`config.mk`:
```
export PLATFORM = sky130hd
export DESIGN_NAME = mux_scan_ctrl_flat
export DESIGN_NICKNAME = d
export VERILOG_FILES = /design/src/rtl/mux_scan_ctrl_pkg.sv /design/src/rtl/mux_scan_ctrl_if.sv /design/src/rtl/mux_scan_ctrl_settle_timer.sv /design/src/rtl/mux_scan_ctrl.sv /design/src/flat_wrapper.sv
export SDC_FILE = /design/constraint.sdc
export NUM_CORES = 1
export LEC_CHECK = 0
export CAP_MARGIN = 5
export CORE_MARGIN = 4
export CORE_UTILIZATION = 47
export DETAILED_ROUTE_END_ITERATION = 6
export GPL_TIMING_DRIVEN = 1
export PLACE_DENSITY = 0.72
export SYNTH_ARGS = -nofsm -noshare
export SYNTH_HDL_FRONTEND = slang
export SYNTH_SLANG_ARGS = --single-unit
export TNS_END_PERCENT = 100
```
`constraint.sdc`:
```
create_clock -name clk -period 2 [get_ports clk]
set_clock_uncertainty 0.05 [all_clocks]
set_input_delay 0.2 -clock clk [delete_from_list [all_inputs] [get_ports clk]]
set_output_delay 0.2 -clock clk [all_outputs]
set_load 0.005 [all_outputs]
```
`src/rtl/mux_scan_ctrl_pkg.sv`:
```
// mux_scan_pkg: shared widths and FSM state type for the 4:1 mux scan sequencer.
//   NUM_CH   - channels scanned per frame
//   SEL_W    - width of the select value driven on {s1,s0}
//   SETTLE_W - width of the settle down-counter
package mux_scan_pkg;

    localparam int unsigned NUM_CH   = 4;
    localparam int unsigned SEL_W    = 2;
    localparam int unsigned SETTLE_W = 4;

    typedef enum logic [1:0] {
        IDLE   = 2'd0,
        SETTLE = 2'd1,
        SAMPLE = 2'd2,
        DONE   = 2'd3
    } state_e;

endpackage

```
`src/rtl/mux_scan_ctrl_if.sv`:
```
// mux_scan_ctrl_if: groups the scan controller's mux-facing and consumer-facing signals.
//   start               - request one scan
//   s1, s0              - registered mux select (MSB, LSB)
//   mux_out             - output of the mux under scan
//   frame, frame_valid  - captured 4-sample frame and its valid flag
//   frame_ready         - consumer accepts the frame
//   busy                - controller is not idle
// master: the controller side; slave: the mux/consumer side.
interface mux_scan_ctrl_if;
    import mux_scan_pkg::*;

    logic              start;
    logic              s1;
    logic              s0;
    logic              mux_out;
    logic [NUM_CH-1:0] frame;
    logic              frame_valid;
    logic              frame_ready;
    logic              busy;

    modport master (
        input  start, mux_out, frame_ready,
        output s1, s0, frame, frame_valid, busy
    );

    modport slave (
        output start, mux_out, frame_ready,
        input  s1, s0, frame, frame_valid, busy
    );

endinterface

```
`src/rtl/mux_scan_ctrl_settle_timer.sv`:
```
// settle_timer: loadable down-counter that times how long the select is held.
//   clk, rst_n - clock and synchronous active-low reset (count cleared to 0)
//   load       - load load_val (has priority over en)
//   load_val   - value to load
//   en         - decrement by one
//   zero       - count is zero
module settle_timer
    import mux_scan_pkg::*;
(
    input  logic                clk,
    input  logic                rst_n,
    input  logic                load,
    input  logic [SETTLE_W-1:0] load_val,
    input  logic                en,
    output logic                zero
);

    logic [SETTLE_W-1:0] count_q;
    logic [SETTLE_W-1:0] count_d;

    always_comb begin
        count_d = count_q;
        if (load) begin
            count_d = load_val;
        end else if (en && (count_q != '0)) begin
            count_d = count_q - SETTLE_W'(1);
        end
    end

    always_ff @(posedge clk) begin
        if (!rst_n) begin
            count_q <= '0;
        end else begin
            count_q <= count_d;
        end
    end

    assign zero = (count_q == '0);

endmodule

```
`src/rtl/mux_scan_ctrl.sv`:
```
// mux_scan_ctrl: steps a 4:1 mux select through channels 0..3, waits SETTLE_CYCLES
// after each select change, samples mux_out, and offers the packed 4-bit frame on a
// valid/ready handshake.
//   clk, rst_n - clock and synchronous active-low reset
//   bus        - mux_scan_ctrl_if.master (start, s1/s0, mux_out, frame,
//                frame_valid, frame_ready, busy)
// Parameters:
//   SETTLE_CYCLES - cycles the select is held before sampling (1..15)
//   CONTINUOUS    - restart a scan automatically after each accepted frame
module mux_scan_ctrl
    import mux_scan_pkg::*;
#(
    parameter int unsigned SETTLE_CYCLES = 1,
    parameter bit          CONTINUOUS    = 1'b0
) (
    input  logic             clk,
    input  logic             rst_n,
    mux_scan_ctrl_if.master  bus
);

    generate
        if (SETTLE_CYCLES == 0 || SETTLE_CYCLES > ((1 << SETTLE_W) - 1)) begin : g_bad_settle
            $error("mux_scan_ctrl: SETTLE_CYCLES must be in 1..15");
        end
    endgenerate

    localparam logic [SETTLE_W-1:0] RELOAD   = SETTLE_W'(SETTLE_CYCLES - 1);
    localparam logic [SEL_W-1:0]    LAST_SEL = SEL_W'(NUM_CH - 1);

    state_e            state_q, state_d;
    logic [SEL_W-1:0]  sel_q, sel_d;
    logic [NUM_CH-1:0] frame_q, frame_d;
    logic              valid_q, valid_d;
    logic              tmr_load;
    logic              tmr_en;
    logic              tmr_zero;

    settle_timer u_settle_timer (
        .clk      (clk),
        .rst_n    (rst_n),
        .load     (tmr_load),
        .load_val (RELOAD),
        .en       (tmr_en),
        .zero     (tmr_zero)
    );

    always_comb begin
        state_d  = state_q;
        sel_d    = sel_q;
        frame_d  = frame_q;
        valid_d  = valid_q;
        tmr_load = 1'b0;
        tmr_en   = 1'b0;
        case (state_q)
            IDLE: begin
                if (bus.start) begin
                    state_d  = SETTLE;
                    sel_d    = '0;
                    frame_d  = '0;
                    tmr_load = 1'b1;
                end
            end
            SETTLE: begin
                if (tmr_zero) begin
                    state_d = SAMPLE;
                end else begin
                    tmr_en = 1'b1;
                end
            end
            SAMPLE: begin
                frame_d[sel_q] = bus.mux_out;
                if (sel_q == LAST_SEL) begin
                    state_d = DONE;
                    valid_d = 1'b1;
                end else begin
                    state_d  = SETTLE;
                    sel_d    = sel_q + SEL_W'(1);
                    tmr_load = 1'b1;
                end
            end
            DONE: begin
                if (bus.frame_ready) begin
                    valid_d = 1'b0;
                    sel_d   = '0;
                    // A restart skips IDLE so back-to-back frames have no bubble.
                    if (bus.start || CONTINUOUS) begin
                        state_d  = SETTLE;
                        frame_d  = '0;
                        tmr_load = 1'b1;
                    end else begin
                        state_d = IDLE;
                    end
                end
            end
            default: begin
                state_d = IDLE;
            end
        endcase
    end

    always_ff @(posedge clk) begin
        if (!rst_n) begin
            state_q <= IDLE;
            sel_q   <= '0;
            frame_q <= '0;
            valid_q <= 1'b0;
        end else begin
            state_q <= state_d;
            sel_q   <= sel_d;
            frame_q <= frame_d;
            valid_q <= valid_d;
        end
    end

    assign bus.s1          = sel_q[1];
    assign bus.s0          = sel_q[0];
    assign bus.frame       = frame_q;
    assign bus.frame_valid = valid_q;
    assign bus.busy        = (state_q != IDLE);

endmodule

```
`src/flat_wrapper.sv`:
```
// flat-port wrapper written by rule: the top's interface ports become plain ports
module mux_scan_ctrl_flat import mux_scan_pkg::*;
#(
    parameter int unsigned SETTLE_CYCLES = 1,
    parameter bit          CONTINUOUS    = 1'b0
)
  (clk, rst_n, bus_start, bus_mux_out, bus_frame_ready, bus_s1, bus_s0, bus_frame, bus_frame_valid, bus_busy);
  mux_scan_ctrl_if bus_i ();
  input  logic clk;
  input  logic rst_n;
  input wire logic [$bits(bus_i.start)-1:0] bus_start;
  input wire logic [$bits(bus_i.mux_out)-1:0] bus_mux_out;
  input wire logic [$bits(bus_i.frame_ready)-1:0] bus_frame_ready;
  output wire logic [$bits(bus_i.s1)-1:0] bus_s1;
  output wire logic [$bits(bus_i.s0)-1:0] bus_s0;
  output wire logic [$bits(bus_i.frame)-1:0] bus_frame;
  output wire logic [$bits(bus_i.frame_valid)-1:0] bus_frame_valid;
  output wire logic [$bits(bus_i.busy)-1:0] bus_busy;
  assign bus_i.start = bus_start;
  assign bus_i.mux_out = bus_mux_out;
  assign bus_i.frame_ready = bus_frame_ready;
  assign bus_s1 = bus_i.s1;
  assign bus_s0 = bus_i.s0;
  assign bus_frame = bus_i.frame;
  assign bus_frame_valid = bus_i.frame_valid;
  assign bus_busy = bus_i.busy;
  mux_scan_ctrl #(.SETTLE_CYCLES(SETTLE_CYCLES), .CONTINUOUS(CONTINUOUS)) u_core (.clk(clk), .rst_n(rst_n), .bus(bus_i));
endmodule
```
Yosys cells after proc, flatten, opt, wreduce, memory -nomap -nowiden

Index checks and enable logic that the tools add are counted.

Register bits: 13
Input bits: 5
Output and inout port bits: 8
Logic and storage cells: 57

Add/subtract/negate cells: 2
Magnitude comparators: 2
Equality and inequality tests: 9
Muxes and demuxes: 25
Bitwise gates (word level): 1
Reductions and logical operators: 13

Operator list:

| kind                | count |
|---|---|
| $mux 2              | 7 |
| $pmux 4 s3          | 1 |
| $mux 1              | 9 |
| $mux 4              | 2 |
| $pmux 2 s4          | 1 |
| $eq 2x2->1 const B  | 3 |
| $ne 2x2->1 const B  | 3 |
| $pmux 2 s3          | 1 |
| $reduce_and 3->1    | 2 |
| $bwmux 4            | 1 |
| $logic_not 4->1     | 1 |
| $ne 2x1->1 const B  | 2 |
| $reduce_and 4->1    | 1 |
| $reduce_bool 2->1   | 2 |
| $reduce_bool 4->1   | 1 |
| $sub 4x1->4 const B | 1 |
| $lt 2x3->1 const B  | 1 |
| $pmux 1 s3          | 1 |
| $reduce_bool 3->1   | 1 |
| $add 2x1->2 const B | 1 |
| $demux 1 s2         | 1 |
| $eq 2x1->1 const B  | 1 |
| $ge 2x1->1 const B  | 1 |
| $logic_and 1x1->1   | 2 |
| other kinds (5)     | 5 |

Logic depth before layout (Yosys ltp)

Word-level depth: 6
Depth in mapped cells: 5
Mapped depth without buffers: 5

Cells and area by module

Synthesis repeated with hierarchy kept, for this count alone.

Cells, all modules: 97
Area, all modules: 798.3 um^2

Modules (own cells, without submodules):

| module        | times used | cells an instance | area an instance (um^2) | seq. area each (um^2) |
|---|---|---|---|---|
| mux_scan_ctrl | 1          | 66                | 541.8                   | 180.2 |
| settle_timer  | 1          | 31                | 256.5                   | 80.1 |

Least setup slack after synthesis

OpenSTA, ideal clock, no wires.

Path type: register -> register
Start point: register u_core.u_settle_timer.count_q[0]
End point: register u_core.u_settle_timer.count_q[1]
Setup time: 0.103 ns
Data arrival time: 1.333 ns
Data required time: 1.847 ns
Slack: 0.514 ns
Cell stages (with the launch flop): 6
Buffers on the path: 0
Clock period less this slack: 1.486 ns
Cells stage by stage: dfxtp_1 inv_1 ha_1 nor3b_1 or2_2 a2111oi_2

Word-level cells in the longest chain between the ends: 4
Elaborated cells between the ends (all ways): 6
Those cells by class: add/sub: 1; mux: 2; reduce/logical: 3

RTL lines:

| element                | line                             | text |
|---|---|---|
| start, declared        | mux_scan_ctrl_settle_timer.sv:18 | `logic [SETTLE_W-1:0] count_q;` |
| start signal, assigned | mux_scan_ctrl_settle_timer.sv:34 | `count_q <= count_d;` |
| $logic_not 4->1        | mux_scan_ctrl_settle_timer.sv:38 | `assign zero = (count_q == '0);` |
| $mux 1                 | mux_scan_ctrl.sv:64              | `if (tmr_zero) begin` |
| $mux 1                 | mux_scan_ctrl.sv:54              | `case (state_q)` |
| $logic_and 1x1->1      | mux_scan_ctrl_settle_timer.sv:25 | `end else if (en && (count_q != '0)) begin` |

Parallel ways exist; a longest one is shown, timed or not.
A chain may end at the register's enable or synchronous reset.

Worst setup path in the final report

Start point: register u_core.state_q[1]
End point: output port bus_busy

Word-level cells in the longest chain between the ends: 1

RTL lines:

| element                | line                 | text |
|---|---|---|
| start, declared        | mux_scan_ctrl.sv:30  | `state_e state_q, state_d;` |
| start signal, assigned | mux_scan_ctrl.sv:108 | `state_q <= state_d;` |
| $reduce_bool 2->1      | mux_scan_ctrl.sv:119 | `assign bus.busy = (state_q != IDLE);` |
| end, declared          | flat_wrapper.sv:18   | `output wire logic [$bits(bus_i.busy)-1:0] bus_busy;` |

Every way passes these cells.

==> run summary <==
Outcome: complete, no violations
Rows: 14
Mapped Nets: 94
DRT iter0 DRCs: 5
CTS tree: yes
Internal cell power: 0.000377 W
Clk root buf: clkbuf_4
Post-DP Area: 887 um^2
Tcrit/Tclk final: 93.4%
Synth warnings: 0
Synth cell count leaders: dfxtp_1 (13), inv_1 (8), o21ai_0 (6)
Critical path fanouts, max: 18
Max-cap viol count: 0
WP data arrival: 1.62 ns
Min Hold Slack: 0.453 ns
Nets: 108
Initial antenna violation count: 0
Psw: 0.000129 W
Setup bufs post-CTS: 0
Sequential share of power: 54.5%
Vias/cell: 5.79
Syn Inst Count: 84
Drt total wl: 1490 um
Worst Setup End Kind: output pin
Net Sw Frac: 25.5%
Post-Synthesis Mean Instance Area: 9.09 um^2
Transition time of the tightest slew-check pin: 0.519 ns
Count of final setup violators: 0
Depth of the CTS H-tree: 1
Worst skew pair latency: 0.27 ns
Number of synthesized flops with an enable pin: 0
Hold_buf cts: 0
PwrDens: 553 mW/mm^2
Fraction of layout cells with a size suffix above 1: 11.3%
Final Instance Count excl. Fillers: 113
Hpwl dp: 1140 um
Longest Clk Path Bufs: 2
DRC violations left: 0
First-pass GRT wire length: 2580 um
Register area share after synthesis: 34.1%
Async set-reset flop share out of synthesis: 0%
Seq cells post-synth: 13
Unrepaired setup endpoints after global routing: false
Routed wire per std cell: 13.2 um
Largest net degree at the start of global routing: 19
I/O Pins: 13
Die width: 48.3 um
Gpl congestion: 0.717
Comb power frac: 13.7%
Hold WC Path Type: reg -> reg
Final Slew Violations: 0
Synth top area cells: dfxtp_1 (34%), ha_1 (8.2%), o21ai_0 (3.9%)
Main synth FF type: dfxtp_1
Reg2Reg Depth: 5
PortBufs: 12
Hold Path Depth: 2
Placed cells: 109
Max transition margin: 65.3%
Library cells used by synthesis: 37
Core ar.: 0.00152 mm^2
Final core utilization: 59.9%
Worst EP required: 1.75 ns
Hold Violations, Final: 0
First-pass iteration count of the detailed router: 3
Post-CTS resize count: 0
Leakage power: 0.321 nW
Sink Count: 13
Total track usage: 15.5%
Setup TNS: 0 ns
Cts bufs inserted: 3
Number of global-route vias before repair: 609
Die area: 0.00233 mm^2
Overflow after GRT: 0
Final ANT Viol Nets: 0
VDD IR-drop max: 0.000439 V
Vias: 654
Diodes inserted: 0
CP Class: reg -> out
Max Freq: 0.535 GHz
CP startpoint kind: flip-flop
Most frequent cell after synthesis: dfxtp_1
Clock share of power: 31.8%
Post-route cell area: 913 um^2
Area Overhead vs Synth: 19.7%
CTS clk-pin slew, worst paths: 0.08 ns
Yosys top cell by area: dfxtp_1
Synthesized area: 763 um^2
Die Ht: 48.3 um
Top-area cell type share of the netlist area: 34.1%
Starting Density: 50.1%
Tmin final: 1.87 ns
-- logic make-up (layout without fill, tap and decap cells) --
kind of cell	Yosys count	count (layout)	share of synthesized area (%)
AOI/OAI and AO/OA	29	29	27.9
and+or+nand+nor	24	24	21.5
DFF	13	13	34.1
buffers and inverters	12	25	7.05
adders and majority gates	5	5	8.20
muxes	1	1	1.31
-- cells in the final DEF, fill, tap and decap left out, types with 3 or more instances in the layout --
master,count
clkdlybuf4s50_1,12
inv_1,8
a211oi_1,4
a31oi_1,4
a21oi_1,3
ha_1,5
clkbuf_4,3
nor3b_1,3
dfxtp_1,13
o21ai_0,6
-- final timing paths --
check | from | end | slack [ns]
hold / removal | u_core.u_settle_timer.count_q[1] | u_core.u_settle_timer.count_q[1] | 0.45
setup reg to reg | u_core.u_settle_timer.count_q[0] | u_core.u_settle_timer.count_q[1] | 0.38
setup / recovery | u_core.state_q[1] | bus_busy | 0.13
hold reg to reg | u_core.u_settle_timer.count_q[1] | u_core.u_settle_timer.count_q[1] | 0.45
-- worst max-delay path, cell delays in order, from the launching register on --
cell	delay [ns]
dfxtp_1	0.65
or2_2	0.20
clkdlybuf4s50_1	0.49
-- state kept, by name, indices dropped and copies added (netlist names) --
register,flops
u_core.bus.frame,4
u_core.bus.frame_valid,1
u_core.sel_q,2
u_core.state_q,2
u_core.u_settle_timer.count_q,4
-- metrics by stage --
step,power [W],worst slack (ns)
final,0.000505,0.132
after detailed placement,0.000350,0.304
after CTS,0.000510,0.141
after floorplan,0.000324,0.514
after global placement,0.000349,0.395
after global routing,0.000526,0.0443
-- routing by layer --
layer / track usage, % / part of all wire, % / vias to the layer above
li1: - / - / 339
met1: 20.7 / 48 / 300
met2: 24.7 / 47 / 11
met3: 2.21 / 3.3 / 4
met4: 6.45 / 1.4 / 0
met5: 0 / 0 / -
-- power by group through the flow --
stage | combinational [W] | sequential [W] | clock, W
2_1_floorplan | 0.0000502 | 0.000274 | 0
3_3_place_gp | 0.0000680 | 0.000281 | 0
3_5_place_dp | 0.0000692 | 0.000281 | 0
4_1_cts | 0.0000695 | 0.000275 | 0.000166
5_1_grt | 0.0000756 | 0.000277 | 0.000173
6_report | 0.0000693 | 0.000275 | 0.000161
-- layout make-up --
class	count	area, um^2
repair buffers	13	128
multi-input cells	59	449
well taps	16	20.0
clock buffers	4	26.3
fillers	139	611
flip-flops and latches	13	260
inverters	8	30.0
Power figures use the tool's default switching activity.
